`config.mk`:
```
export PLATFORM = sky130hd
export DESIGN_NAME = rle_encoder_flat
export DESIGN_NICKNAME = d
export VERILOG_FILES = /design/src/rtl/rle_encoder_pkg.sv /design/src/rtl/rle_encoder_if.sv /design/src/rtl/rle_encoder_sym_fifo.sv /design/src/rtl/rle_encoder.sv /design/src/flat_wrapper.sv
export SDC_FILE = /design/constraint.sdc
export NUM_CORES = 1
export LEC_CHECK = 0
export BUFFER_PORTS_ARGS = -buffer_cell sky130_fd_sc_hd__buf_2
export CAP_MARGIN = 10
export CORE_ASPECT_RATIO = 0.7
export CORE_MARGIN = 3
export CORE_UTILIZATION = 45
export CTS_CLUSTER_SIZE = 16
export DETAILED_ROUTE_END_ITERATION = 8
export SETUP_SLACK_MARGIN = 0.4
export SKIP_CTS_REPAIR_TIMING = 1
export SYNTH_ARGS = -nofsm -noshare
export SYNTH_HDL_FRONTEND = slang
export SYNTH_SLANG_ARGS = --single-unit
```
`constraint.sdc`:
```
create_clock -name clk -period 10.15 [get_ports clk]
set_clock_uncertainty 0.15 [all_clocks]
set_input_delay 0.5075 -clock clk [delete_from_list [all_inputs] [get_ports clk]]
set_output_delay 0.5075 -clock clk [all_outputs]
set_load 0.02 [all_outputs]
```
`src/rtl/rle_encoder_pkg.sv`:
```
// Shared types, constants and coefficient helpers for the JPEG run-length/DPCM encoder.
// Optional symbol statistics are enabled with the RLE_STATS_EN macro (see rle_encoder).
package rle_encoder_pkg;

    localparam int COEF_WIDTH = 12;
    localparam int BLOCK_LEN  = 64;

    localparam logic [3:0] ZRL_RUN = 4'd15;
    localparam logic [3:0] EOB_RUN = 4'd0;

    typedef struct packed {
        logic                  dc;
        logic [3:0]            run;
        logic [3:0]            size;
        logic [COEF_WIDTH-1:0] amp;
        logic                  sop;
        logic                  eop;
    } rleSym_t;

    typedef struct packed {
        logic [1:0] zrl_pend;
        rleSym_t    sym;
    } rleEntry_t;

    function automatic logic [3:0] coefSize(input logic signed [COEF_WIDTH-1:0] v);
        logic [COEF_WIDTH-1:0] mag;
        logic [3:0]            s;
        // |-2^(W-1)| still fits as an unsigned W-bit magnitude
        mag = v[COEF_WIDTH-1] ? (~v + COEF_WIDTH'(1)) : v;
        s   = 4'd0;
        for (int i = 0; i < COEF_WIDTH; i++) begin
            if (mag[i]) s = 4'(i + 1);
        end
        return s;
    endfunction

    function automatic logic [COEF_WIDTH-1:0] coefAmp(input logic signed [COEF_WIDTH-1:0] v,
                                                      input logic [3:0] size);
        logic [COEF_WIDTH-1:0] raw;
        logic [COEF_WIDTH-1:0] amp;
        raw = v[COEF_WIDTH-1] ? (v - COEF_WIDTH'(1)) : v;
        for (int i = 0; i < COEF_WIDTH; i++) begin
            amp[i] = (i < int'(size)) ? raw[i] : 1'b0;
        end
        return amp;
    endfunction

endpackage

```
`src/rtl/rle_encoder_if.sv`:
```
// Coefficient input and symbol output bundle of the RLE encoder.
// The encoder sits on the slave modport; the coefficient source / symbol sink on master.
interface rle_encoder_if;
    import rle_encoder_pkg::*;

    logic                  in_valid;
    logic [COEF_WIDTH-1:0] in_data;
    logic                  in_sop;
    logic                  in_eop;

    logic                  sym_valid;
    logic                  sym_ready;
    logic                  sym_dc;
    logic [3:0]            sym_run;
    logic [3:0]            sym_size;
    logic [COEF_WIDTH-1:0] sym_amp;
    logic                  sym_sop;
    logic                  sym_eop;

    modport master (
        output in_valid, in_data, in_sop, in_eop, sym_ready,
        input  sym_valid, sym_dc, sym_run, sym_size, sym_amp, sym_sop, sym_eop
    );

    modport slave (
        input  in_valid, in_data, in_sop, in_eop, sym_ready,
        output sym_valid, sym_dc, sym_run, sym_size, sym_amp, sym_sop, sym_eop
    );
endinterface

```
`src/rtl/rle_encoder_sym_fifo.sv`:
```
// Show-ahead synchronous FIFO of encoder entries; a write while full is accepted only
// when a read frees a slot in the same cycle.
module rle_encoder_sym_fifo
    import rle_encoder_pkg::*;
#(
    parameter int DEPTH = 16
) (
    input  logic      clk,
    input  logic      rst,
    input  logic      wr_en_i,
    input  rleEntry_t wr_data_i,
    input  logic      rd_en_i,
    output rleEntry_t rd_data_o,
    output logic      full_o,
    output logic      empty_o
);
    localparam int AW = $clog2(DEPTH);

    rleEntry_t     mem_q [DEPTH];
    logic [AW-1:0] wr_ptr_q;
    logic [AW-1:0] rd_ptr_q;
    logic [AW:0]   count_q;
    logic          do_wr;
    logic          do_rd;

    assign full_o    = (count_q == (AW+1)'(DEPTH));
    assign empty_o   = (count_q == '0);
    assign do_rd     = rd_en_i && !empty_o;
    assign do_wr     = wr_en_i && (!full_o || do_rd);
    assign rd_data_o = mem_q[rd_ptr_q];

    always_ff @(posedge clk or posedge rst) begin
        if (rst) begin
            wr_ptr_q <= '0;
            rd_ptr_q <= '0;
            count_q  <= '0;
        end else begin
            if (do_wr) wr_ptr_q <= wr_ptr_q + AW'(1);
            if (do_rd) rd_ptr_q <= rd_ptr_q + AW'(1);
            case ({do_wr, do_rd})
                2'b10:   count_q <= count_q + (AW+1)'(1);
                2'b01:   count_q <= count_q - (AW+1)'(1);
                default: count_q <= count_q;
            endcase
        end
    end

    always_ff @(posedge clk) begin
        if (do_wr) mem_q[wr_ptr_q] <= wr_data_i;
    end
endmodule

```
`src/rtl/rle_encoder.sv`:
```
// JPEG run-length/DPCM encoder: zigzag coefficients in, (run,size,amp) symbols out via a FIFO.
// Define RLE_STATS_EN to add the stat_symbols per-frame symbol counter port.
module rle_encoder
    import rle_encoder_pkg::*;
#(
    parameter int FIFO_DEPTH = 16
) (
    input  logic          clk,
    input  logic          rst,
    rle_encoder_if.slave  bus,
    output logic          err_overflow
`ifdef RLE_STATS_EN
    ,
    output logic [15:0]   stat_symbols
`endif
);
    localparam logic [5:0] LAST_IDX = 6'(BLOCK_LEN - 1);

    logic [5:0]                   idx_q,  idx_d;
    logic [3:0]                   run_q,  run_d;
    logic [1:0]                   zrl_q,  zrl_d;
    logic signed [COEF_WIDTH-1:0] pred_q, pred_d;
    logic                         wr_q,   wr_d;
    rleEntry_t                    ent_q,  ent_d;
    logic                         err_q;
    logic [1:0]                   zcnt_q;

    logic [5:0]                   cur_idx;
    logic signed [COEF_WIDTH-1:0] coef;
    logic signed [COEF_WIDTH-1:0] pred_eff;
    logic signed [COEF_WIDTH:0]   diff;
    logic signed [COEF_WIDTH-1:0] diff_sat;
    logic [3:0]                   sz_dc;
    logic [3:0]                   sz_ac;
    logic [4:0]                   run_inc;

    assign coef     = bus.in_data;
    assign cur_idx  = bus.in_sop ? 6'd0 : idx_q;
    assign pred_eff = bus.in_sop ? '0 : pred_q;
    assign diff     = {coef[COEF_WIDTH-1], coef} - {pred_eff[COEF_WIDTH-1], pred_eff};
    assign sz_dc    = coefSize(diff_sat);
    assign sz_ac    = coefSize(coef);
    assign run_inc  = {1'b0, run_q} + 5'd1;

    always_comb begin
        if (diff[COEF_WIDTH] != diff[COEF_WIDTH-1]) begin
            diff_sat = diff[COEF_WIDTH] ? {1'b1, {(COEF_WIDTH-1){1'b0}}}
                                        : {1'b0, {(COEF_WIDTH-1){1'b1}}};
        end else begin
            diff_sat = diff[COEF_WIDTH-1:0];
        end
    end

    always_comb begin
        wr_d   = 1'b0;
        ent_d  = '0;
        run_d  = run_q;
        zrl_d  = zrl_q;
        pred_d = pred_q;
        idx_d  = idx_q;
        if (bus.in_valid) begin
            idx_d = cur_idx + 6'd1;
            if (cur_idx == 6'd0) begin
                wr_d           = 1'b1;
                ent_d.sym.dc   = 1'b1;
                ent_d.sym.size = sz_dc;
                ent_d.sym.amp  = coefAmp(diff_sat, sz_dc);
                ent_d.sym.sop  = bus.in_sop;
                pred_d         = coef;
                run_d          = 4'd0;
                zrl_d          = 2'd0;
            end else if (coef == '0) begin
                if (run_inc == 5'd16) begin
                    run_d = 4'd0;
                    zrl_d = zrl_q + 2'd1;
                end else begin
                    run_d = run_inc[3:0];
                end
                // a trailing zero always leaves a run or ZRL pending, so the block ends in EOB
                if (cur_idx == LAST_IDX) begin
                    wr_d          = 1'b1;
                    ent_d.sym.run = EOB_RUN;
                    ent_d.sym.eop = bus.in_eop;
                end
            end else begin
                wr_d           = 1'b1;
                ent_d.zrl_pend = zrl_q;
                ent_d.sym.run  = run_q;
                ent_d.sym.size = sz_ac;
                ent_d.sym.amp  = coefAmp(coef, sz_ac);
                ent_d.sym.eop  = (cur_idx == LAST_IDX) && bus.in_eop;
                run_d          = 4'd0;
                zrl_d          = 2'd0;
            end
            if (cur_idx == LAST_IDX) begin
                run_d = 4'd0;
                zrl_d = 2'd0;
            end
        end
    end

    always_ff @(posedge clk or posedge rst) begin
        if (rst) begin
            idx_q  <= '0;
            run_q  <= '0;
            zrl_q  <= '0;
            pred_q <= '0;
            wr_q   <= 1'b0;
            ent_q  <= '0;
        end else begin
            idx_q  <= idx_d;
            run_q  <= run_d;
            zrl_q  <= zrl_d;
            pred_q <= pred_d;
            wr_q   <= wr_d;
            ent_q  <= ent_d;
        end
    end

    rleEntry_t head;
    rleSym_t   sym_out;
    logic      fifo_full;
    logic      fifo_empty;
    logic      emit_zrl;
    logic      accept;
    logic      pop;

    rle_encoder_sym_fifo #(
        .DEPTH (FIFO_DEPTH)
    ) u_fifo (
        .clk       (clk),
        .rst       (rst),
        .wr_en_i   (wr_q),
        .wr_data_i (ent_q),
        .rd_en_i   (pop),
        .rd_data_o (head),
        .full_o    (fifo_full),
        .empty_o   (fifo_empty)
    );

    // pending ZRLs of the head entry go out first; the entry pops with its own symbol
    assign emit_zrl      = (head.zrl_pend > zcnt_q);
    assign bus.sym_valid = !fifo_empty;
    assign accept        = bus.sym_valid && bus.sym_ready;
    assign pop           = accept && !emit_zrl;

    always_comb begin
        sym_out = '0;
        if (!fifo_empty) begin
            if (emit_zrl) sym_out.run = ZRL_RUN;
            else          sym_out     = head.sym;
        end
    end

    assign bus.sym_dc   = sym_out.dc;
    assign bus.sym_run  = sym_out.run;
    assign bus.sym_size = sym_out.size;
    assign bus.sym_amp  = sym_out.amp;
    assign bus.sym_sop  = sym_out.sop;
    assign bus.sym_eop  = sym_out.eop;
    assign err_overflow = err_q;

    always_ff @(posedge clk or posedge rst) begin
        if (rst) begin
            zcnt_q <= '0;
            err_q  <= 1'b0;
        end else begin
            if (pop)         zcnt_q <= 2'd0;
            else if (accept) zcnt_q <= zcnt_q + 2'd1;
            if (wr_q && fifo_full && !pop) err_q <= 1'b1;
        end
    end

`ifdef RLE_STATS_EN
    logic [15:0] cnt_q;
    logic [15:0] stat_q;
    logic [15:0] cnt_next;

    always_comb begin
        cnt_next = cnt_q;
        if (sym_out.sop)           cnt_next = 16'd1;
        else if (cnt_q != 16'hFFFF) cnt_next = cnt_q + 16'd1;
    end

    always_ff @(posedge clk or posedge rst) begin
        if (rst) begin
            cnt_q  <= '0;
            stat_q <= '0;
        end else if (accept) begin
            cnt_q <= cnt_next;
            if (sym_out.eop) stat_q <= cnt_next;
        end
    end

    assign stat_symbols = stat_q;
`endif
endmodule
```
`src/flat_wrapper.sv`:
```
// flat-port wrapper written by rule: the top's interface ports become plain ports
module rle_encoder_flat import rle_encoder_pkg::*;
#(
    parameter int FIFO_DEPTH = 16
)
  (clk, rst, err_overflow, bus_in_valid, bus_in_data, bus_in_sop, bus_in_eop, bus_sym_ready, bus_sym_valid, bus_sym_dc, bus_sym_run, bus_sym_size, bus_sym_amp, bus_sym_sop, bus_sym_eop);
  rle_encoder_if bus_i ();
  input  logic clk;
  input  logic rst;
  output logic err_overflow;
  input wire logic [$bits(bus_i.in_valid)-1:0] bus_in_valid;
  input wire logic [$bits(bus_i.in_data)-1:0] bus_in_data;
  input wire logic [$bits(bus_i.in_sop)-1:0] bus_in_sop;
  input wire logic [$bits(bus_i.in_eop)-1:0] bus_in_eop;
  input wire logic [$bits(bus_i.sym_ready)-1:0] bus_sym_ready;
  output wire logic [$bits(bus_i.sym_valid)-1:0] bus_sym_valid;
  output wire logic [$bits(bus_i.sym_dc)-1:0] bus_sym_dc;
  output wire logic [$bits(bus_i.sym_run)-1:0] bus_sym_run;
  output wire logic [$bits(bus_i.sym_size)-1:0] bus_sym_size;
  output wire logic [$bits(bus_i.sym_amp)-1:0] bus_sym_amp;
  output wire logic [$bits(bus_i.sym_sop)-1:0] bus_sym_sop;
  output wire logic [$bits(bus_i.sym_eop)-1:0] bus_sym_eop;
  assign bus_i.in_valid = bus_in_valid;
  assign bus_i.in_data = bus_in_data;
  assign bus_i.in_sop = bus_in_sop;
  assign bus_i.in_eop = bus_in_eop;
  assign bus_i.sym_ready = bus_sym_ready;
  assign bus_sym_valid = bus_i.sym_valid;
  assign bus_sym_dc = bus_i.sym_dc;
  assign bus_sym_run = bus_i.sym_run;
  assign bus_sym_size = bus_i.sym_size;
  assign bus_sym_amp = bus_i.sym_amp;
  assign bus_sym_sop = bus_i.sym_sop;
  assign bus_sym_eop = bus_i.sym_eop;
  rle_encoder #(.FIFO_DEPTH(FIFO_DEPTH)) u_core (.clk(clk), .rst(rst), .bus(bus_i), .err_overflow(err_overflow));
endmodule
```
==> flow_metrics.py <==
metrics = {
    "global_route": {
        "antenna_found_initial": 3,
        "grt_pass1_vias": 12070,
        "grtUsageTotal_pct": 20.37,
        "grt_pass1_wl_mm": 76.29,
        "grt_max_degree": 67,
        "grt.overflow.total": 0,
    },
    "drt": {
        "wl_met3_mm": 3.432,
        "drtIter0Drc": 1118,
        "remaining_drc_errors": 0,
        "route.met2.wl_mm": 22.15,
        "avgViaCountPerCell": 5.953,
        "top_layer": "met4",
        "ant_nets": 0,
        "firstDrtPassIters": 8,
        "wl_per_cell_um": 24.94,
        "wl_met1_mm": 23.52,
        "num_vias": 11880,
        "drt_wl_total_mm": 49.78,
    },
    "worst_setup_path": {
        "rr_worst_depth": 24,
        "rr_endpoint": "u_core.u_fifo.count_q[4]",
        "crit_fanout": 56,
        "critPathSlowestCell": "dfrtp_4",
        "r2r_start": "u_core.u_fifo.rd_ptr_q[1]",
        "endpoint_kind": "flip-flop",
        "r2r_slack_ns": 4.11,
        "worstPathRequired_ns": 10.48,
        "path_class": "flip-flop to flip-flop",
        "path_common_cell": "inv_1",
        "cp_cell_sequence": "buf_4 > nand2b_1 > a211oi_1 > a311oi_1 > o21a_1 > a221oi_1 > ha_1 > inv_1 > a21oi_1 > a21oi_1 > nor2_2 > nand2_1 > nand3_1 > and2_1 > inv_1 > ha_1 > inv_1 > fa_1 > inv_1 > a21o_1 > a21oi_1 > xnor2_1 > nor2_1 > xor2_1",
        "max_stage_delay_ns": 0.92,
        "critPathLaunchType": "flip-flop",
        "cp_data_arrival_time_ns": 6.37,
    },
    "worst_hold_path": {
        "holdPathEnd": "u_core.ent_q[0]",
        "worstHoldPathCells": 2,
        "min_from": "bus_in_eop",
        "hold_path_class": "primary input to flip-flop",
    },
    "final_layout": {
        "area_delta_synth_final_pct": 11.15,
        "nets": 1406,
        "fin_cells": 1996,
        "drive_gt1_share_pct": 22.97,
        "fin_util_pct": 51.34,
        "layout.cells.most_common": "edfxtp_1",
        "final_cell_mix": "400 x edfxtp_1, 119 x mux4_2, 87 x nand2_1",
        "num_antenna_cells": 0,
        "fin_area_um2": 23470,
    },
    "floorplanning": {
        "die_w_um": 264.9,
        "initial_core_util_pct": 46.19,
        "row_count": 65,
        "dieArea_um2": 49590,
        "coreArea_um2": 45710,
        "die_h_um": 187.2,
        "io_pins": 43,
    },
    "clock_network": {
        "path_clk_slew_ns": 0.06,
        "tritoncts": "built",
        "cts_root_buffer": "clkbuf_16",
        "clock_path_buffers": 3,
        "h-tree-depth": 2,
        "cts.sinks": 466,
        "clock_latency_ns": 0.56,
        "cts_buffers": 45,
    },
    "outcome": {
        "status": "finished, final reports clean",
    },
    "placed_design": {
        "dpl.cell_count": 1912,
        "place.gp.congestion": 0.8506,
        "dp_hpwl_mm": 30.00,
        "dpl_cell_area_um2": 21990,
        "io_buffer_count": 42,
    },
    "timing": {
        "finalCritPeriodShare_pct": 59.51,
        "hold_viol": 0,
        "max_freq_ghz": 0.1656,
        "setup_violations": 0,
        "relSlewSlack_pct": 28.59,
        "tightest_slew_ns": 1.071,
        "grt_setup_unrepaired": "no",
        "min_period_ns": 6.040,
        "slew_violations": 0,
        "hold_ws_ns": 0.05224,
        "tns_ns": 0,
    },
    "synthesis": {
        "syn_area_um2": 21110,
        "synthCells": 1323,
        "async_flop_share_pct": 14.16,
        "synth_nets": 1373,
        "yosys-top-cells-area": "edfxtp_1 57%, mux4_2 13%, dfrtp_1 7.8%",
        "ys_seq_area_share_pct": 64.71,
        "synth_edf_count": 400,
        "synth.largest_area_cell": "edfxtp_1",
        "synth_seq_cells": 466,
        "syn_avg_cell_area_um2": 15.96,
        "synth_top_flop_cell": "edfxtp_1",
        "synth_top_area_share_pct": 56.89,
        "ys_warn_count": 0,
        "yosysUniqueCellTypes": 106,
    },
    "pwr": {
        "ir_drop_v": 0.0001664,
        "power.static_leakage_nw": 8.006,
        "power_density_nw_per_um2": 308.0,
    },
    "flow_run": {
        "cap_violations": 0,
    },
}
==> synthesized netlist by cell type (all sizes together) (5+ instances only) <==
cell / number
buf: 28
or3: 6
a21o: 5
nor2: 58
xnor2: 27
edfxtp: 400
and2: 35
nand4: 7
xor2: 10
nand3: 26
a22oi: 5
a21oi: 37
nor2b: 15
o22ai: 6
o311ai: 6
dfrtp: 66
a211oi: 8
nand2b: 22
nand3b: 5
o31ai: 11
inv: 38
nand2: 88
clkbuf: 46
nor3: 22
mux2: 5
ha: 30
o21a: 9
nor3b: 7
mux2i: 11
and3: 11
mux4: 119
or2: 8
a31oi: 6
o21ai: 59
nor4: 11
==> kinds of logic (layout without fill, tap and decap cells) <==
group                      Yosys count  count (layout)  synth area share, %
other                                1               1              0.01776
buffers and inverters              112             182                2.104
AOI/OAI and AO/OA                  205             205                7.378
DFF                                466             466                64.71
xor gates and xnor gates            38              38                1.713
adders and majority gates           32              32                1.968
muxes                              135             135                13.54
and+or+nand+nor                    334             334                8.564
==> final cells by class <==
class                   count  area, um2
fillers                  3786      22240
flip-flops and latches    466      13670
clock buffers              54       1160
inverters                  38      143.9
clock inverters            30      317.8
repair buffers             60      345.3
multi-input cells         745       7073
well taps                 603      754.5
==> stage by stage <==
stage	setup slack (ns)	power [W]
6_report	4.110	0.007229
5_1_grt	3.609	0.007630
4_1_cts	4.128	0.007298
3_5_place_dp	3.953	0.005619
3_3_place_gp	4.040	0.005583
2_1_floorplan	3.365	0.004728
==> state kept, by name, summed over array words and instances, names as in the netlist <==
name and count:
u_core.ent_q 25, u_core.wr_q 1, u_core.u_fifo.wr_ptr_q 4, u_core.zcnt_q 2, u_core.u_fifo.rd_ptr_q 4, u_core.idx_q 6, u_core.err_overflow 1, u_core.pred_q 12
u_core.zrl_q 2, u_core.u_fifo.count_q 5, u_core.u_fifo.mem_q 400, u_core.run_q 4
==> where the power goes <==
part | switching [W] | total, W | leakage, nW | internal [W]
clock | 0.000724 | 0.00168 | 0.711 | 0.000953
combinational | 0.00167 | 0.00284 | 2.77 | 0.00117
sequential | 0.000270 | 0.00272 | 4.53 | 0.00245
==> worst max-delay path, delay by kind of cell, from the launching register on <==
family | cells | cell delay, ns
simple gates | 6 | 1.00
buf+inv | 5 | 1.25
compound gates | 8 | 1.38
xor+xnor | 2 | 0.27
fa+ha+maj | 3 | 0.90
flops | 1 | 0.92
==> routing by layer <==
layer  global-route usage [%]  vias up
met5                        0        -
met4                    3.559        0
met3                    3.471       53
met2                    30.01      429
met1                    32.27     6126
li1                         -     5274
==> how the worst max path moves through the flow <==
stage	from	end	slack (ns)	cells past startpoint
finish	u_core.u_fifo.rd_ptr_q[1]	u_core.u_fifo.count_q[4]	4.11	24
global route	u_core.u_fifo.rd_ptr_q[1]	u_core.u_fifo.count_q[4]	3.61	24
CTS	u_core.u_fifo.rd_ptr_q[1]	u_core.u_fifo.count_q[4]	4.13	24
detailed placement	bus_in_sop	u_core.ent_q[3]	3.95	24
global placement	bus_in_sop	u_core.ent_q[3]	4.04	24
floorplan	u_core.u_fifo.rd_ptr_q[0]	u_core.u_fifo.mem_q[0][0]	3.37	17
(Power assumes the default switching activity.)
